**src/rtl/operand_stager.sv**
```systemverilog
// operand_stager
//   Operand front-end for an N x N systolic array. X-row and Y-column words
//   arrive LSB-first over SER_W-bit serial lanes and are stored in N banks of
//   DEPTH words per channel. A start request replays the stored words with a
//   diagonal skew: row r lags row 0 by r cycles, each word qualified by its
//   own valid bit. Stored data survives transfers, so replay needs no reload.
//
// Ports
//   clk         in   single clock, rising edge
//   rst         in   synchronous, active-high reset
//   load_en     in   serial data present; held high keeps the block loading
//   ser_x/ser_y in   SER_W-bit serial lanes, LSB-first
//   k_len       in   words per bank, sampled on entry to LOAD (0 or >DEPTH -> DEPTH)
//   start       in   replay request
//   out_x_flat  out  skewed X words, row r at [(r+1)*D_W-1 -: D_W]
//   out_y_flat  out  skewed Y words, same packing
//   out_valid   out  per-row valid
//   load_full   out  all N*k words written for the current load
//   busy        out  high while loading or transferring
//   done        out  one-cycle pulse after the last skewed word
module operand_stager #(
  parameter int D_W   = 8,
  parameter int N     = 4,
  parameter int DEPTH = 8,
  parameter int SER_W = 1
) (
  input  logic                       clk,
  input  logic                       rst,
  input  logic                       load_en,
  input  logic [SER_W-1:0]           ser_x,
  input  logic [SER_W-1:0]           ser_y,
  input  logic [$clog2(DEPTH+1)-1:0] k_len,
  input  logic                       start,
  output logic [N*D_W-1:0]           out_x_flat,
  output logic [N*D_W-1:0]           out_y_flat,
  output logic [N-1:0]               out_valid,
  output logic                       load_full,
  output logic                       busy,
  output logic                       done
);

  localparam int K_W   = $clog2(DEPTH+1);
  localparam int A_W   = (DEPTH > 1) ? $clog2(DEPTH) : 1;
  localparam int R_W   = (N > 1) ? $clog2(N) : 1;
  localparam int BEATS = D_W / SER_W;
  localparam int B_W   = (BEATS > 1) ? $clog2(BEATS) : 1;
  localparam int T_W   = $clog2(N + DEPTH + 1);

  typedef enum logic [1:0] {IDLE, LOAD, XFER} state_e;

  state_e           state_q, state_d;
  logic [K_W-1:0]   k_q;
  logic [R_W-1:0]   row_q;
  logic [A_W-1:0]   addr_q;
  logic [B_W-1:0]   beat_q;
  logic [T_W-1:0]   t_q;
  logic             full_q, loaded_q, done_q;
  logic [D_W-1:0]   sr_x_q, sr_y_q;
  logic [D_W-1:0]   sr_x_d, sr_y_d;
  logic [D_W-1:0]   bank_x [N][DEPTH];
  logic [D_W-1:0]   bank_y [N][DEPTH];

  logic             beat_en, wr_en, last_wr, xfer_end;

  function automatic logic [K_W-1:0] clamp_k(input logic [K_W-1:0] kl);
    if (kl == '0 || int'(kl) > DEPTH) return K_W'(DEPTH);
    return kl;
  endfunction

  // New lane bits enter at the MSB end; after BEATS shifts the first lane
  // sample sits in the LSBs, giving LSB-first assembly.
  function automatic logic [D_W-1:0] shift_in(input logic [D_W-1:0] sr,
                                              input logic [SER_W-1:0] ser);
    logic [SER_W+D_W-1:0] cat;
    cat = {ser, sr};
    return cat[SER_W+D_W-1:SER_W];
  endfunction

  assign beat_en  = (state_q == LOAD) && load_en && !full_q;
  assign wr_en    = beat_en && (beat_q == B_W'(BEATS-1));
  assign last_wr  = (int'(addr_q) == int'(k_q) - 1);
  assign xfer_end = (int'(t_q) == N + int'(k_q));
  assign sr_x_d   = shift_in(sr_x_q, ser_x);
  assign sr_y_d   = shift_in(sr_y_q, ser_y);

  always_comb begin
    state_d = state_q;
    case (state_q)
      IDLE: begin
        if (load_en)                state_d = LOAD;
        else if (start && loaded_q) state_d = XFER;
      end
      LOAD:    if (!load_en) state_d = IDLE;
      XFER:    if (xfer_end) state_d = IDLE;
      default: state_d = IDLE;
    endcase
  end

  always_ff @(posedge clk) begin
    if (rst) begin
      state_q  <= IDLE;
      k_q      <= '0;
      row_q    <= '0;
      addr_q   <= '0;
      beat_q   <= '0;
      t_q      <= '0;
      full_q   <= 1'b0;
      loaded_q <= 1'b0;
      done_q   <= 1'b0;
    end else begin
      state_q <= state_d;
      done_q  <= 1'b0;
      case (state_q)
        IDLE: begin
          if (load_en) begin
            k_q    <= clamp_k(k_len);
            row_q  <= '0;
            addr_q <= '0;
            beat_q <= '0;
            full_q <= 1'b0;
          end else if (start && loaded_q) begin
            t_q <= '0;
          end
        end
        LOAD: begin
          if (beat_en) begin
            beat_q <= (beat_q == B_W'(BEATS-1)) ? '0 : beat_q + B_W'(1);
          end
          if (wr_en) begin
            if (last_wr) begin
              addr_q <= '0;
              if (row_q == R_W'(N-1)) begin
                full_q   <= 1'b1;
                loaded_q <= 1'b1;
              end else begin
                row_q <= row_q + R_W'(1);
              end
            end else begin
              addr_q <= addr_q + A_W'(1);
            end
          end
        end
        XFER: begin
          t_q <= t_q + T_W'(1);
          if (xfer_end) done_q <= 1'b1;
        end
        default: ;
      endcase
    end
  end

  // Serial assembly and bank write; storage is never reset.
  always_ff @(posedge clk) begin
    if (beat_en) begin
      sr_x_q <= sr_x_d;
      sr_y_q <= sr_y_d;
      if (wr_en) begin
        bank_x[row_q][addr_q] <= sr_x_d;
        bank_y[row_q][addr_q] <= sr_y_d;
      end
    end
  end

  // ---- stage p0: skewed bank read, row r reads word t-r ----
  logic [N*D_W-1:0] rd_x_p0, rd_y_p0;
  logic [N-1:0]     vld_p0;

  always_comb begin
    int j;
    j       = 0;
    rd_x_p0 = '0;
    rd_y_p0 = '0;
    vld_p0  = '0;
    if (state_q == XFER) begin
      for (int r = 0; r < N; r++) begin
        j = int'(t_q) - r;
        if (j >= 0 && j < int'(k_q)) begin
          vld_p0[r]              = 1'b1;
          rd_x_p0[r*D_W +: D_W]  = bank_x[r][A_W'(j)];
          rd_y_p0[r*D_W +: D_W]  = bank_y[r][A_W'(j)];
        end
      end
    end
  end

  // ---- stage p1: registered read ----
  logic [N*D_W-1:0] x_p1, y_p1;
  logic [N-1:0]     vld_p1;

  always_ff @(posedge clk) begin
    if (rst) vld_p1 <= '0;
    else     vld_p1 <= vld_p0;
  end

  always_ff @(posedge clk) begin
    x_p1 <= rd_x_p0;
    y_p1 <= rd_y_p0;
  end

  // ---- stage p2: output register, data forced to zero outside its window ----
  logic [N*D_W-1:0] x_p2, y_p2;
  logic [N-1:0]     vld_p2;

  always_ff @(posedge clk) begin
    if (rst) begin
      vld_p2 <= '0;
      x_p2   <= '0;
      y_p2   <= '0;
    end else begin
      vld_p2 <= vld_p1;
      for (int r = 0; r < N; r++) begin
        x_p2[r*D_W +: D_W] <= vld_p1[r] ? x_p1[r*D_W +: D_W] : '0;
        y_p2[r*D_W +: D_W] <= vld_p1[r] ? y_p1[r*D_W +: D_W] : '0;
      end
    end
  end

  assign out_x_flat = x_p2;
  assign out_y_flat = y_p2;
  assign out_valid  = vld_p2;
  assign load_full  = full_q;
  assign busy       = (state_q != IDLE);
  assign done       = done_q;

endmodule

```
**config.mk**
```make
export PLATFORM = sky130hd
export DESIGN_NAME = operand_stager
export DESIGN_NICKNAME = d
export VERILOG_FILES = /design/src/rtl/operand_stager.sv
export SDC_FILE = /design/constraint.sdc
export NUM_CORES = 1
export LEC_CHECK = 0
export ABC_CLOCK_PERIOD_IN_PS = 3600
export BUFFER_PORTS_ARGS = -buffer_cell sky130_fd_sc_hd__buf_2
export CAP_MARGIN = 10
export CORE_ASPECT_RATIO = 0.9
export CORE_MARGIN = 3
export CORE_UTILIZATION = 50
export CTS_CLUSTER_DIAMETER = 120
export DETAILED_ROUTE_END_ITERATION = 8
export PLACE_DENSITY = 0.71
export SKIP_LAST_GASP = 1
export SYNTH_ARGS = -nofsm -noshare
export SYNTH_HDL_FRONTEND = slang
export SYNTH_SLANG_ARGS = --single-unit
```
**constraint.sdc**
```tcl
create_clock -name clk -period 3.6 [get_ports clk]
set_clock_uncertainty 0.05 [all_clocks]
set_input_delay 0.72 -clock clk [delete_from_list [all_inputs] [get_ports clk]]
set_output_delay 0.72 -clock clk [all_outputs]
set_load 0.01 [all_outputs]
```
# After elaboration in Yosys (flattened, before gate mapping)
# Memories as Yosys holds them, arrays and structs flattened.
# Index checks and enable logic that the tools add are counted.
[totals] regBits=173 ramBits=512 in_bits=10 out_inout_bits=71 word_cells=180 mem_count=2
[op_classes] add_sub_neg=9 n_lt_le_gt_ge=15 eq_ne=17 n_mux=65 bitwise_logic=10 reduce_logical=33
[memory_table] name="bank_x" depth=4 width=64 rd=4 rd_clocked_by_memory_dff=0 write_ports=1 line="60" rtl="logic [D_W-1:0] bank_x [N][DEPTH];"
[memory_table] name="bank_y" depth=4 width=64 rd=4 rd_clocked_by_memory_dff=0 write_ports=1 line="61" rtl="logic [D_W-1:0] bank_y [N][DEPTH];"
[op_table] op="8-bit binary-select mux with 3-bit select" n=8
[op_table] op="8-bit two-way mux" n=17
[op_table] op="64-bit two-way mux" n=1
[op_table] op="8-bit demux with 3-bit select" n=1
[op_table] op="2-bit inequality test (second input constant)" n=9
[op_table] op="3-bit by 4-bit >= comparator with 1-bit output (second input constant)" n=4
[op_table] op="2-bit two-way mux" n=8
[op_table] op="4-bit two-way mux" n=4
[op_table] op="5-bit by 1-bit >= comparator with 1-bit output (second input constant)" n=3
[op_table] op="5-bit < comparator" n=3
[op_table] op="1-bit two-way mux" n=15
[op_table] op="3-bit two-way mux" n=5
[op_table] op="3-bit inverter" n=4
[op_table] op="3-bit case mux with 2 select lines" n=2
[op_table] op="3-bit AND reduction" n=4
[op_table] op="4-bit by 5-bit equality test with 1-bit output" n=2
[op_table] op="2-bit AND reduction" n=5
[op_table] op="5-bit AND reduction" n=2
[op_table] op="2-bit OR reduction" n=5
[op_table] op="4-bit by 1-bit subtractor with 5-bit output (second input constant)" n=2
[op_table] op="4-bit by 2-bit subtractor with 5-bit output (second input constant)" n=2
[op_table] op="1-bit logical AND" n=9
[op_table] op="4-bit case mux with 2 select lines" n=1
[op_table] op="3-bit by 1-bit adder with 3-bit output (second input constant)" n=2
[op_table] op="24 further kinds" n=31

# Depth between registers and ports, before layout
[depth] depth_word=7 mapped_depth=16 depth_no_buf=10

# Worst setup path after synthesis
# Ideal clock, no wire load.
[synth_timing] path_type="flip-flop to flip-flop" start="reg t_q[2]" end="reg x_p1[16]" setup_time_ns=0.070 t_arrival_ns=3.477 required_time_ns=3.480 slack_ns=0.002 path_stages_with_launch=17 n_path_buf=6 synth_period_minus_slack_ns=3.598 path_cell_list="dfxtp_1 > buf_2 > clkbuf_1 > clkinv_1 > clkbuf_1 > ha_1 > clkbuf_1 > clkinv_1 > clkbuf_1 > ha_1 > o21ai_0 > nand2b_1 > a221oi_1 > ha_1 > nand2_1 > clkbuf_1 > a21oi_1"
[synth_via] elab_chain_cells=5 word_cells_on_any_way=9 classes_between="1 x add/sub; 2 x order compare; 3 x mux; 1 x bitwise; 2 x reduce/logical"
[synth_lines] element="start: declaration" line="56" rtl="logic [T_W-1:0] t_q;"
[synth_lines] element="start signal: assignment" line="144" rtl="t_q <= t_q + T_W'(1);"
[synth_lines] element="4-bit by 2-bit subtractor with 5-bit output (*)" line="176" rtl="j = int'(t_q) - r;"
[synth_lines] element="parallel branches: the longest is 4 deep, another holds 5-bit by 1-bit >= comparator with 1-bit output"
[synth_lines] element="end signal: assignment" line="196" rtl="x_p1 <= rd_x_p0;"
[synth_lines] element="end: declaration" line="187" rtl="logic [N*D_W-1:0] x_p1, y_p1;"
# Mark *: on every way between the ends. The select of a mux whose other input is x is not followed.
# A chain may end at the register's enable or synchronous reset.

# Final worst setup path
[layout_timing] start="reg t_q[1]" end="reg x_p1[17]"
# The elaborated chain is that of the path after synthesis.

==> out/results.txt <==
Status - complete, no violations
Worst-Skew Late Latency - 0.59 ns
TNS Setup - 0 ns
Full die area - 0.0522 mm^2
Die Height - 217 um
Critical path launch point type - flip-flop
RSZ-0062 raised after global routing - false
Tcrit/Tclk final - 83.4%
Peak VDD IR - 418 uV
Crit path capture type - flip-flop
PostCTS Resize Cnt - 0
Clock network fraction of design power - 44.5%
Psw - 2.89 mW
GP Congestion - 0.823
Avg Cell Area, Syn - 18.5 um^2
Most frequent cells in the layout - 526 x edfxtp_1, 155 x dfxtp_1, 143 x nand2_1
CTS HTree Levels - 3
Crit-path max FO - 17
Largest net degree at the start of global routing - 66
Die width - 241 um
Min-delay worst type - reg -> reg
Total CTS buffers - 68
Prevailing post-synth register cell - edfxtp_1
Arrival @ worst endpoint - 3.44 ns
Initial Util - 51.1%
YS warnings - 0
Final Max Tran Viols - 0
Minimum clock period after layout - 3.00 ns
Number of nets still failing antenna checks after routing - 0
I/O pins - 81
Mean routed wirelength per cell - 23.3 um
Sequential area share after synthesis - 76.5%
Root Driver - clkbuf_16
Layout cells sized above 1 - 24.8%
Mapped Nets - 1,382
Mapped Cells - 1,340
Rel. slew slack - 17.6%
Deepest clock path buffer count - 3
Post-route DRC - 0
Sw frac - 18.8%
Global-route wire length before repair - 77.1 mm
Number of synthesized flops with an enable pin - 526
Netlist cell types - 45
Seq pwr share - 54.8%
Clk sinks - 683
Area delta synth->final - 14.7%
CTS tree - yes
F_max - 0.333 GHz
Number of global-route vias before repair - 12,600
# port buffers - 80
Hold Fails Final Rpt - 0
Via density - 5.65
DR iter-0 viols - 1,088
Crit path kind - reg -> reg
CORE AREA - 0.0484 mm^2
Postcts setup bufs - 0
Final wirelength - 50.6 mm
Most common cell after layout, fill and taps aside - edfxtp_1
Final setup viols - 0
Final core occ - 58.7%
Row cnt - 76
Worst EP required - 4.04 ns
Power Density - 543 mW/mm^2
Max Cap Viol - 0
CTS Hold Buffers Added - 0
Post-synthesis async set-or-reset flop share - 0%
Pint - 12.5 mW
Synth Register Bits - 683
Leakage - 9.60 nW
TritonRoute pass-1 iters - 5
Initial antenna violation count - 3
Combinational share of power - 0.7%
Least-Margin Pin Slew - 1.24 ns
Placed wire-length estimate - 29.0 mm
Nets - 1,538
Via count - 12,300
Total gr overflow - 0
GRT Util Overall - 19.9%
Synth Cell Area - 0.0247 mm^2
Clock-pin slew on the worst setup and hold paths - 0.06 ns
## Yosys cell counts (all sizes together), types with 6 or more instances
cell type	instances	area share [%]
a21oi	75	1.5
and2	82	2.1
buf	27	0.65
clkbuf	31	0.47
dfxtp	157	13
edfxtp	526	64
ha	32	1.6
inv	19	0.29
mux4	128	12
nand2	143	2.2
nand3	7	0.14
nor2	33	0.50
nor2b	8	0.20
nor3	7	0.14
o21ai	9	0.18
xnor2	6	0.21
## routing by layer
metal / wire length, um / global-route usage (%) / vias to the layer above
li1: - / - / 5451
met1: 21300 / 27.7 / 6361
met2: 25000 / 32.2 / 403
met3: 3220 / 4.74 / 80
met4: 1050 / 4.83 / 4
met5: 25 / 0 / -
## state kept, by name (all words and copies together) (netlist names), 7 cells and up
name / flops
bank_x: 256
bank_y: 256
out_x_flat: 32
out_y_flat: 32
sr_x_q: 7
sr_y_q: 7
x_p1: 32
y_p1: 32
## power by group through the flow
stage | combinational, mW | sequential [mW] | clock, mW
floorplan | 0.0383 | 8.62 | 0
global placement | 0.0980 | 8.63 | 0
detailed placement | 0.100 | 8.63 | 0
CTS | 0.101 | 8.46 | 6.97
global route | 0.116 | 8.45 | 7.31
finish | 0.107 | 8.46 | 6.86
## logic make-up after synthesis
family / Yosys count / synth area share (%)
buffers and inverters: 79 / 1.44
xor gates and xnor gates: 10 / 0.354
AOI/OAI and AO/OA: 103 / 2.34
DFF: 683 / 76.5
adders and majority gates: 32 / 1.62
and+or+nand+nor: 305 / 6.08
muxes: 128 / 11.6
## metrics by stage
stage	power [mW]	instance area, um^2	cells	hold WS (ns)	setup WS (ns)
2_1_floorplan	8.66	24700	1340	0.356	0.00212
3_3_place_gp	8.72	26200	2048	0.359	0.755
3_5_place_dp	8.73	26200	2048	0.361	0.569
4_1_cts	15.5	28300	2172	0.375	0.555
5_1_grt	15.9	28400	2175	0.378	0.378
6_report	15.4	28400	2175	0.371	0.597
## worst max-delay path: stages, from the launching register on
cell and delay (ns):
dfxtp_2 0.40, inv_1 0.16, ha_1 0.32, buf_4 0.22
clkinv_1 0.11, ha_1 0.29, o21ai_0 0.09, nand2b_1 0.09
a221oi_1 0.26, ha_1 0.21, nand2_1 0.42, a21oi_1 0.29
## final cells by class
class,instances,area (um^2)
diodes,1,2.50
repair buffers,144,908
clock buffers,108,2060
inverters,21,78.8
flip-flops and latches,683,18900
multi-input cells,578,5480
well taps,624,781
fillers,3522,20000
clock inverters,16,131
## worst paths after layout
| kind | start | end | slack, ns | cells past startpoint |
|---|---|---|---|---|
| min reg2reg | x_p1[3]$_SDFF_PN0_ | out_x_flat[3]$_SDFF_PP0_ | 0.37 | 1 |
| max reg2reg | t_q[1]$_SDFFE_PP0P_ | x_p1[17]$_SDFF_PN0_ | 0.60 | 11 |
| max | t_q[1]$_SDFFE_PP0P_ | x_p1[17]$_SDFF_PN0_ | 0.60 | 11 |
| min | x_p1[3]$_SDFF_PN0_ | out_x_flat[3]$_SDFF_PP0_ | 0.37 | 1 |
Note: power is estimated with default switching activity, not from simulation.
